<file path="src/rtl/noc_input_port_if.sv">
// Handshake bundle between the NI, the input port and the router switch.
// Flit width comes from the HDR_SZ/PL_SZ/ADDR_SZ constants (defaults below if not predefined).
`ifndef HDR_SZ
`define HDR_SZ 4
`endif
`ifndef PL_SZ
`define PL_SZ 8
`endif
`ifndef ADDR_SZ
`define ADDR_SZ 4
`endif

interface noc_input_port_if;
  logic [`HDR_SZ+`PL_SZ+`ADDR_SZ-1:0] item_in;
  logic                               req;
  logic                               channel_busy;
  logic [`HDR_SZ+`PL_SZ+`ADDR_SZ-1:0] out_item;
  logic                               out_valid;
  logic [2:0]                         out_dir;
  logic                               out_grant;

  modport slave (
    input  item_in, req, out_grant,
    output channel_busy, out_item, out_valid, out_dir
  );

  modport master (
    output item_in, req, out_grant,
    input  channel_busy, out_item, out_valid, out_dir
  );
endinterface

</file>
<file path="src/rtl/noc_input_port.sv">
// Router input port: parity-checked NI receiver, FWFT flit FIFO and XY route lookup.
// Optional feature macro: PARITY_CHECK_EN (drop flits failing even parity).
`ifndef HDR_SZ
`define HDR_SZ 4
`endif
`ifndef PL_SZ
`define PL_SZ 8
`endif
`ifndef ADDR_SZ
`define ADDR_SZ 4
`endif

module noc_input_port #(
  parameter int unsigned DEPTH = 4,
  parameter int unsigned CNT_W = 4
) (
  input  logic                clk,
  input  logic                reset,
  input  logic [`ADDR_SZ-1:0] id,
  noc_input_port_if.slave     bus,
  output logic                parity_err,
  output logic [CNT_W-1:0]    err_cnt,
  output logic [CNT_W-1:0]    ovf_cnt
);

  localparam int unsigned W     = `HDR_SZ + `PL_SZ + `ADDR_SZ;
  localparam int unsigned AW    = `ADDR_SZ;
  localparam int unsigned PTR_W = $clog2(DEPTH);
  localparam logic [PTR_W:0] DEPTH_C = (PTR_W+1)'(DEPTH);
  localparam logic [PTR_W:0] BUSY_C  = (PTR_W+1)'(DEPTH - 1);

  typedef enum logic [2:0] {
    DIR_LOCAL = 3'd0,
    DIR_EAST  = 3'd1,
    DIR_WEST  = 3'd2,
    DIR_NORTH = 3'd3,
    DIR_SOUTH = 3'd4
  } dir_e;

  logic [W-1:0]     mem_q [DEPTH];
  logic [W-1:0]     mem_d [DEPTH];
  logic [PTR_W-1:0] rd_ptr_q, rd_ptr_d, wr_ptr_q, wr_ptr_d;
  logic [PTR_W:0]   count_q, count_d;
  logic             out_valid_q, out_valid_d;
  logic             busy_q, busy_d;
  logic [CNT_W-1:0] ovf_cnt_q, ovf_cnt_d;
  logic             bad, pop, push, ovf_drop;

`ifdef PARITY_CHECK_EN
  assign bad = bus.req & (^bus.item_in);
`else
  assign bad = 1'b0;
`endif

  always_comb begin
    pop      = out_valid_q & bus.out_grant;
    // a full FIFO still takes the flit when the head leaves in the same cycle
    push     = bus.req & ~bad & ((count_q < DEPTH_C) | pop);
    ovf_drop = bus.req & ~bad & ~push;
    mem_d    = mem_q;
    wr_ptr_d = wr_ptr_q;
    rd_ptr_d = rd_ptr_q;
    count_d  = count_q;
    if (push) begin
      mem_d[wr_ptr_q] = bus.item_in;
      wr_ptr_d        = wr_ptr_q + PTR_W'(1);
    end
    if (pop) rd_ptr_d = rd_ptr_q + PTR_W'(1);
    case ({push, pop})
      2'b10:   count_d = count_q + (PTR_W+1)'(1);
      2'b01:   count_d = count_q - (PTR_W+1)'(1);
      default: count_d = count_q;
    endcase
    out_valid_d = (count_d != '0);
    busy_d      = (count_d >= BUSY_C);
    ovf_cnt_d   = (ovf_drop && ovf_cnt_q != '1) ? ovf_cnt_q + CNT_W'(1) : ovf_cnt_q;
  end

  always_ff @(posedge clk or negedge reset) begin
    if (!reset) begin
      rd_ptr_q    <= '0;
      wr_ptr_q    <= '0;
      count_q     <= '0;
      out_valid_q <= 1'b0;
      busy_q      <= 1'b0;
      ovf_cnt_q   <= '0;
    end else begin
      rd_ptr_q    <= rd_ptr_d;
      wr_ptr_q    <= wr_ptr_d;
      count_q     <= count_d;
      out_valid_q <= out_valid_d;
      busy_q      <= busy_d;
      ovf_cnt_q   <= ovf_cnt_d;
    end
  end

  always_ff @(posedge clk) begin
    mem_q <= mem_d;
  end

`ifdef PARITY_CHECK_EN
  logic             parity_err_q, parity_err_d;
  logic [CNT_W-1:0] err_cnt_q, err_cnt_d;

  always_comb begin
    parity_err_d = bad;
    err_cnt_d    = (bad && err_cnt_q != '1) ? err_cnt_q + CNT_W'(1) : err_cnt_q;
  end

  always_ff @(posedge clk or negedge reset) begin
    if (!reset) begin
      parity_err_q <= 1'b0;
      err_cnt_q    <= '0;
    end else begin
      parity_err_q <= parity_err_d;
      err_cnt_q    <= err_cnt_d;
    end
  end

  assign parity_err = parity_err_q;
  assign err_cnt    = err_cnt_q;
`else
  assign parity_err = 1'b0;
  assign err_cnt    = '0;
`endif

  assign bus.out_item     = mem_q[rd_ptr_q];
  assign bus.out_valid    = out_valid_q;
  assign bus.channel_busy = busy_q;
  assign ovf_cnt          = ovf_cnt_q;

  // XY routing on the low two address bits; x resolved before y
  logic [AW-1:0] dest;
  logic          mx, my, dx, dy;
  dir_e          dir;
  logic          unused_addr_bits;

  assign dest             = bus.out_item[AW-1:0];
  assign unused_addr_bits = ^{id, dest};

  always_comb begin
    mx = id[0];
    my = id[1];
    dx = dest[0];
    dy = dest[1];
    if (dx != mx)      dir = (dx > mx) ? DIR_EAST  : DIR_WEST;
    else if (dy != my) dir = (dy > my) ? DIR_SOUTH : DIR_NORTH;
    else               dir = DIR_LOCAL;
  end

  assign bus.out_dir = dir;

endmodule
</file>
<file path="src/flat_wrapper.sv">
// flat-port wrapper written by rule: the top's interface ports become plain ports
module noc_input_port_flat 
#(
  parameter int unsigned DEPTH = 4,
  parameter int unsigned CNT_W = 4
)
  (clk, reset, id, parity_err, err_cnt, ovf_cnt, bus_item_in, bus_req, bus_out_grant, bus_channel_busy, bus_out_item, bus_out_valid, bus_out_dir);
  noc_input_port_if bus_i ();
  input  logic clk;
  input  logic reset;
  input  logic [`ADDR_SZ-1:0] id;
  output logic parity_err;
  output logic [CNT_W-1:0] err_cnt;
  output logic [CNT_W-1:0] ovf_cnt;
  input wire logic [$bits(bus_i.item_in)-1:0] bus_item_in;
  input wire logic [$bits(bus_i.req)-1:0] bus_req;
  input wire logic [$bits(bus_i.out_grant)-1:0] bus_out_grant;
  output wire logic [$bits(bus_i.channel_busy)-1:0] bus_channel_busy;
  output wire logic [$bits(bus_i.out_item)-1:0] bus_out_item;
  output wire logic [$bits(bus_i.out_valid)-1:0] bus_out_valid;
  output wire logic [$bits(bus_i.out_dir)-1:0] bus_out_dir;
  assign bus_i.item_in = bus_item_in;
  assign bus_i.req = bus_req;
  assign bus_i.out_grant = bus_out_grant;
  assign bus_channel_busy = bus_i.channel_busy;
  assign bus_out_item = bus_i.out_item;
  assign bus_out_valid = bus_i.out_valid;
  assign bus_out_dir = bus_i.out_dir;
  noc_input_port #(.DEPTH(DEPTH), .CNT_W(CNT_W)) u_core (.clk(clk), .reset(reset), .id(id), .bus(bus_i), .parity_err(parity_err), .err_cnt(err_cnt), .ovf_cnt(ovf_cnt));
endmodule
</file>
<file path="config.mk">
export PLATFORM = sky130hd
export DESIGN_NAME = noc_input_port_flat
export DESIGN_NICKNAME = d
export VERILOG_FILES = /design/src/rtl/noc_input_port_if.sv /design/src/rtl/noc_input_port.sv /design/src/flat_wrapper.sv
export SDC_FILE = /design/constraint.sdc
export NUM_CORES = 1
export LEC_CHECK = 0
export BUFFER_PORTS_ARGS = -buffer_cell sky130_fd_sc_hd__buf_4
export CORE_MARGIN = 4
export CORE_UTILIZATION = 35
export DETAILED_ROUTE_END_ITERATION = 8
export PLACE_DENSITY_LB_ADDON = 0.05
export SLEW_MARGIN = 20
export SYNTH_ARGS = -nofsm -noshare
export SYNTH_HDL_FRONTEND = slang
export SYNTH_SLANG_ARGS = --single-unit
</file>
<file path="constraint.sdc">
create_clock -name clk -period 3.5 [get_ports clk]
set_input_delay 0.525 -clock clk [delete_from_list [all_inputs] [get_ports clk]]
set_output_delay 0.525 -clock clk [all_outputs]
set_load 0.03 [all_outputs]
</file>
==> results of run 1 <==
worst max path at each step:
stage / from / endpoint / slack, ns / cells past startpoint
3_5_place_dp: bus_out_grant / u_core.bus.channel_busy / 0.96 / 10
4_1_cts: u_core.rd_ptr_q[0] / bus_out_dir[0] / 0.95 / 5
6_report: u_core.rd_ptr_q[0] / bus_out_dir[0] / 0.97 / 5
3_3_place_gp: bus_out_grant / u_core.bus.channel_busy / 1.12 / 10
5_1_grt: u_core.rd_ptr_q[0] / bus_out_dir[0] / 0.84 / 5
2_1_floorplan: u_core.rd_ptr_q[0] / bus_out_dir[0] / 0.62 / 5
metrics by stage:
stage	area, sq um	setup WS (ns)	instances	total power, uW	util
after floorplan	3120	0.617	162	2250	-
after global placement	3600	1.12	315	2690	0.414
after detailed placement	3600	0.963	315	2750	0.414
after CTS	3790	0.946	331	3400	0.436
after global routing	3790	0.843	331	3540	0.436
final	3790	0.973	331	3340	0.436
cell usage after synthesis (all sizes together):
cell type / count / area share
ha: 7 / 0.028
nand3b: 1 / 0.0024
a21oi: 1 / 0.0016
and3b: 1 / 0.0028
nand2b: 4 / 0.0081
nand2: 2 / 0.0024
fa: 1 / 0.0064
and2: 5 / 0.010
nand3: 5 / 0.0081
a21boi: 1 / 0.0024
buf: 8 / 0.020
o21ai: 3 / 0.0048
dfrtp: 13 / 0.10
conb: 1 / 0.0012
edfxtp: 64 / 0.62
inv: 9 / 0.011
or3: 1 / 0.0020
xnor2: 5 / 0.014
mux2: 4 / 0.015
and3: 1 / 0.0020
xor2: 1 / 0.0028
mux4: 16 / 0.12
nand4: 3 / 0.0060
clkbuf: 1 / 0.0012
registers in the layout, indices dropped and copies added, names as in the netlist:
register	flops
u_core.bus.channel_busy	1
u_core.bus.out_valid	1
u_core.count_q	3
u_core.mem_q	64
u_core.ovf_cnt	4
u_core.rd_ptr_q	2
u_core.wr_ptr_q	2
layer usage:
metal	wire length, um	vias to the layer above	part of all wire	track usage
met2	2960	36	0.52	0.200
met4	59	0	0.010	0.0505
li1	-	724	-	-
met3	256	7	0.045	0.0287
met1	2420	804	0.43	0.142
met5	0	-	0	0
critical path: cells and delay by family (launching register included):
| kind | cells | cell delay (ns) |
|---|---|---|
| compound gates | 1 | 0.09 |
| mux | 1 | 0.56 |
| flops | 1 | 0.39 |
| simple gates | 1 | 0.10 |
| buf+inv | 1 | 0.17 |
| fa+ha+maj | 1 | 0.35 |
layout by cell type, fill, tap and decap left out, types with 3 or more instances in the layout:
master,instances
nand4_1,3
mux4_1,7
conb_1,5
ha_1,7
mux4_2,9
inv_1,9
clkbuf_8,9
dfrtp_1,13
nand2b_1,4
edfxtp_1,64
buf_4,54
o21ai_0,3
and2_1,5
xnor2_1,5
mux2_2,4
nand3_1,5
area by class of cell:
class	count	area [sq um]
sequential	77	2250
fill	793	4890
clock buffer	10	128
clock inverter	6	63.8
inverter	9	33.8
multi-input combinational	67	774
tap	108	135
timing repair buffer	54	405
power groups by stage:
stage | registers (uW) | logic, uW | clock network (uW)
2_1_floorplan | 1350 | 899 | 0
3_3_place_gp | 1310 | 1380 | 0
3_5_place_dp | 1320 | 1430 | 0
4_1_cts | 1310 | 1430 | 659
5_1_grt | 1330 | 1510 | 699
6_report | 1300 | 1400 | 637
cell families (layout without fill, tap and decap cells):
family	count (synthesis)	in the layout	share of synthesized area
DFF	77	77	0.724
other	1	5	0.00121
buffers and inverters	18	79	0.0318
xor gates and xnor gates	6	6	0.0169
muxes	20	20	0.139
AOI/OAI and AO/OA	5	5	0.00886
adders and majority gates	8	8	0.0346
and+or+nand+nor	23	23	0.0439
==> implementation parameters, run 1 <==
Parameter                              Value

Min path
  Worst hold-check path type    in -> async

CTS
  Number of sinks on the clock net    77
  Hold-fix buffers at CTS    0
  Clock-pin slew on the worst setup and hold paths    0.08 ns
  TritonCTS buffer count    9
  Clock network latency to the later pin of the worst-skew pair    0.34 ns
  Total number of H-tree levels    3
  Clock Tree Root    clkbuf_8
  Clock buffer depth    2
  Setup repair bufs after CTS    0
  Post-CTS sizing    0
  Clock tree from TritonCTS    built

Power and ir drop
  Share of total power in the clock network    0.191
  Static leakage power    0.00144 uW
  Net switching fraction of the power    0.363
  Internal Power    2130 uW
  Peak supply drop    0.437 mV
  Gate power share    0.419
  Sequential share of power    0.390
  Total power density per cell area    881 nW/um^2
  Net switching component of the power    1210 uW

STA
  Setup TNS    0 ns
  Minimum clock period    2.53 ns
  Max frequency    396 MHz
  Slew HR    0.651
  Actual transition at the worst max-transition pin    0.522 ns
  Final count of hold timing violations    0
  Worst clock skew    0.00865 ns
  Hold Worst Slack    0.0253 ns
  Period utilisation layout    0.722
  Unrepaired setup endpoints after global routing    false
  Final max-slew violation count    0
  Final count of negative-setup-slack endpoints    0

Worst setup path
  RR Endpoint    u_core.bus.channel_busy
  Critical Path Slowest Stage Cell    mux4_2
  Cell chain of the critical path    mux4_2 -> ha_1 -> nand3b_1 -> o21ai_0 -> buf_4
  Critical path arrival    2.00 ns
  Start-to-end type of the worst setup path    reg -> out
  Worst-path fanout max    4
  CP max stage delay    0.56 ns
  Worst flop-to-flop path startpoint    u_core.bus.out_valid
  Sort of element at the end of the critical path    output port
  Count of cells along the worst register-to-register path    9
  R2R setup slack    1.17 ns
  Required time at the worst-slack endpoint    2.97 ns
  Worst setup SP type    flip-flop

Die
  Floorplan core area    8680 sq um
  Num rows    34
  Die Outline Area    10400 sq um
  Initial standard-cell utilization of the core    0.358
  Height of the chip    102 um
  I/O Pins    54
  Die X-Extent    102 um

GRT
  Initial antenna violation count    0
  Gr ovfl total    0
  Global-route wire length before repair    8.91 mm
  Largest net degree at the start of global routing    17
  Total global-route track usage    0.117
  Via count of the first global-routing pass    1777

Route
  DRC violation total after the first TritonRoute iteration    86
  Iteration count of the initial detailed-routing pass    4
  Antenna violation net count after detailed routing    0
  Via total after detailed routing    1571
  Post-detailed-route via-to-cell ratio    4.75
  Total routed wirelength    5.69 mm
  Number of remaining DRC errors    0
  Wire length per cell    17.2 um

Cells and area
  Area added between synthesis and finish    22.0%
  Layout cell share with drive strength beyond 1    0.368
  Final #Nets    250
  # diodes    0

Placement
  Detail Placement HPWL    4.03 mm
  Placer congestion estimate    0.786
  Number of port buffers    46

Outcome
  Result of the run    complete, no violations

Synth
  Seq cells post-synth    77
  Distinct cell type count of the synthesized netlist    27
  Average size of a mapped cell    19.7 sq um
  Synthesized netlist cell count    158
  Seq/Total Area, Yosys    0.724
  Post-synth design cell area    3110 sq um
  Synthesis Warnings    0

Run
  Count of max-cap constraint violations    0
Power figures use the tool's default switching activity.
==> inputs of run 2 (changes only) <==
==> constraint.sdc (replaced) <==
create_clock -name clk -period 2.1 [get_ports clk]
set_input_delay 0.315 -clock clk [delete_from_list [all_inputs] [get_ports clk]]
set_output_delay 0.315 -clock clk [all_outputs]
set_load 0.03 [all_outputs]
==> run 2 against run 1 <==
The run now ends with setup timing left; final cell count grew 4.2%; worst setup slack got worse by 1.2 ns; clock-buffer cell count decreased by 1; non-clock buffer count up 14; sequential power up 68%; first-iteration DRC count down 70%; core utilization up 3.0 points; clock skew is 0.0025 ns lower; wire length grew 5.0%; critical path depth is the same; critical path type unchanged; critical endpoint is now bus_out_dir[1].
==> implementation parameters, run 2 (synthesis gave the netlist of run 1 again) <==
Parameter                              Value

Outcome
  Result of the run    finished, violations left
  Failing checks    setup timing

STA
  Max frequency    429 MHz
  Period utilisation layout    1.11
  Minimum clock period    2.33 ns
  Final count of negative-setup-slack endpoints    17 (+17)
  Worst clock skew    0.00618 ns (-0.00247 ns)
  Hold Worst Slack    0.171 ns (+0.146 ns)
  Worst Setup Slack, final    -0.232 ns (-1.20 ns)
  Final count of hold timing violations    0 (unchanged)
  Unrepaired setup endpoints after global routing    true
  Final max-slew violation count    0 (unchanged)

Cells and area
  Layout cell share with drive strength beyond 1    0.456 (+0.0880)
  # diodes    0 (unchanged)
  Leading cell types in the layout, fill and taps excluded    edfxtp_1, buf_4, buf_6
  Area added between synthesis and finish    30.5%
  Most flop-heavy register    u_core.mem_q
  Final instance area    4050 sq um (+7.0%)
  Most common cell after layout, fill and taps aside    edfxtp_1
  Final #Nets    264 (+5.6%)
  Flip-flop count of the largest register, all copies and words added    64 (unchanged)

GRT
  Total global-route track usage    0.118 (+0.000887)
  Global-route wire length before repair    9.03 mm (+1.4%)
  Via count of the first global-routing pass    1781 (+0.23%)
  Initial antenna violation count    0 (unchanged)
  Largest net degree at the start of global routing    16 (-1)
  Gr ovfl total    0 (unchanged)

Worst setup path
  RR Endpoint    u_core.bus.out_valid
  Worst flop-to-flop path startpoint    u_core.bus.out_valid
  Count of cells along the worst register-to-register path    9 (unchanged)
  Worst setup SP type    flip-flop
  Sort of element at the end of the critical path    output port
  R2R setup slack    0.15 ns (-1.02 ns)
  Required time at the worst-slack endpoint    1.78 ns (-1.19 ns)
  Start-to-end type of the worst setup path    reg -> out
  Critical path arrival    2.02 ns (+0.02 ns)
  Worst-path fanout max    3 (-1)

Route
  DRC violation total after the first TritonRoute iteration    26 (-70%)
  Total routed wirelength    5.97 mm (+5.0%)
  Antenna violation net count after detailed routing    0 (unchanged)
  Number of remaining DRC errors    0 (unchanged)
  Wire length per cell    17.3 um (+0.70%)
  Iteration count of the initial detailed-routing pass    4 (unchanged)
  Via total after detailed routing    1611 (+2.5%)
  Post-detailed-route via-to-cell ratio    4.67 (-1.6%)

Power and ir drop
  Peak supply drop    0.794 mV (+81%)
  Share of total power in the clock network    0.195 (+0.004)
  Internal Power    4070 uW (+91%)
  Net switching component of the power    2200 uW (+82%)
  Static leakage power    0.00154 uW (+6.9%)
  Total power density per cell area    1550 nW/um^2 (+76%)
  Sequential share of power    0.348 (-0.042)
  Gate power share    0.458 (+0.039)
  Net switching fraction of the power    0.351 (-0.0118)

Die
  Die Outline Area    10400 sq um (unchanged)
  I/O Pins    54 (unchanged)
  Die X-Extent    102 um (unchanged)
  Height of the chip    102 um (unchanged)
  Floorplan core area    8680 sq um (unchanged)
  Initial standard-cell utilization of the core    0.358 (unchanged)
  Num rows    34 (unchanged)

Placement
  Post-placement cell area    3680 sq um (+2.3%)
  Detail Placement HPWL    4.14 mm (+2.8%)
  Placer congestion estimate    0.756 (-3.8%)
  Number of port buffers    46 (unchanged)
  Place WS    0.0381 ns (-0.925 ns)

Min path
  Hold depth    1
  Launch instance of the worst min-delay path    bus_item_in[5]
  Worst hold-check path type    in -> reg
  Worst Hold Endpoint    u_core.mem_q[53]

CTS
  Clock-pin slew on the worst setup and hold paths    0.08 ns (about the same)
  Clock tree from TritonCTS    built
  Clock network latency to the later pin of the worst-skew pair    0.34 ns (about the same)
  Total number of H-tree levels    3 (unchanged)
  Clock Tree Root    clkbuf_8
  Number of sinks on the clock net    77 (unchanged)
  Clock buffer depth    2 (unchanged)
  TritonCTS buffer count    9 (unchanged)

Run
  Count of max-cap constraint violations    0 (unchanged)
run 2: power by group through the flow:
| stage | sequential [uW] | combinational (uW) | clock [uW] |
|---|---|---|---|
| CTS | 2180 | 2570 | 1260 |
| detailed placement | 2210 | 2510 | 0 |
| floorplan | 2260 | 1600 | 0 |
| global route | 2210 | 3070 | 1320 |
| global placement | 2180 | 2430 | 0 |
| finish | 2180 | 2870 | 1220 |
run 2: area by class of cell:
type	instances	area (sq um)
multi-input cells	67	792
well taps	108	135
repair buffers	68	622
fillers	779	4630
inverters	9	33.8
flip-flops and latches	77	2250
clock inverters	7	97.6
clock buffers	9	124
run 2: critical path, cell delays in order (launching register included):
cell and delay, ns:
dfrtp_1 0.37, mux4_2 0.55, ha_4 0.30, nand3b_1 0.19
o21ai_4 0.12, buf_6 0.15
run 2: worst max-delay path by stage:
stage	cells after the start	slack, ns	from	to
detailed placement	5	0.04	u_core.rd_ptr_q[0]	bus_out_dir[1]
floorplan	6	-0.16	u_core.rd_ptr_q[0]	bus_out_dir[0]
CTS	5	-0.29	u_core.rd_ptr_q[0]	bus_out_dir[1]
global placement	5	0.10	u_core.rd_ptr_q[0]	bus_out_dir[1]
finish	5	-0.23	u_core.rd_ptr_q[0]	bus_out_dir[1]
global route	5	-0.33	u_core.rd_ptr_q[0]	bus_out_dir[1]
run 2: stage by stage:
step	utilization	instances	power (uW)	setup TNS [ns]
final	0.467	345	6270	-1.32
after global routing	0.467	345	6600	-2.67
after CTS	0.453	338	6000	-1.52
after detailed placement	0.424	321	4720	0
after global placement	0.424	321	4610	0
after floorplan	-	162	3860	-0.424
run 2: repair_timing:
| item | 4_1_cts | 5_1_grt |
|---|---|---|
| setup endpoints to repair | 12 | 15 |
| pin swaps | 1 | 0 |
| resized for setup | 5 | 28 |
| gates cloned | 0 | 1 |
| hold buffers | 1 | 0 |
| endpoints found under the hold margin | 13 | 0 |
| buffers inserted | 0 | 6 |
run 2: layer usage:
| layer | GRT usage | wire length (um) | vias to the layer above |
|---|---|---|---|
| met5 | 0 | 0 | - |
| met4 | 0.0515 | 76 | 0 |
| met3 | 0.0280 | 270 | 7 |
| met2 | 0.204 | 3200 | 42 |
| met1 | 0.140 | 2420 | 818 |
| li1 | - | - | 744 |
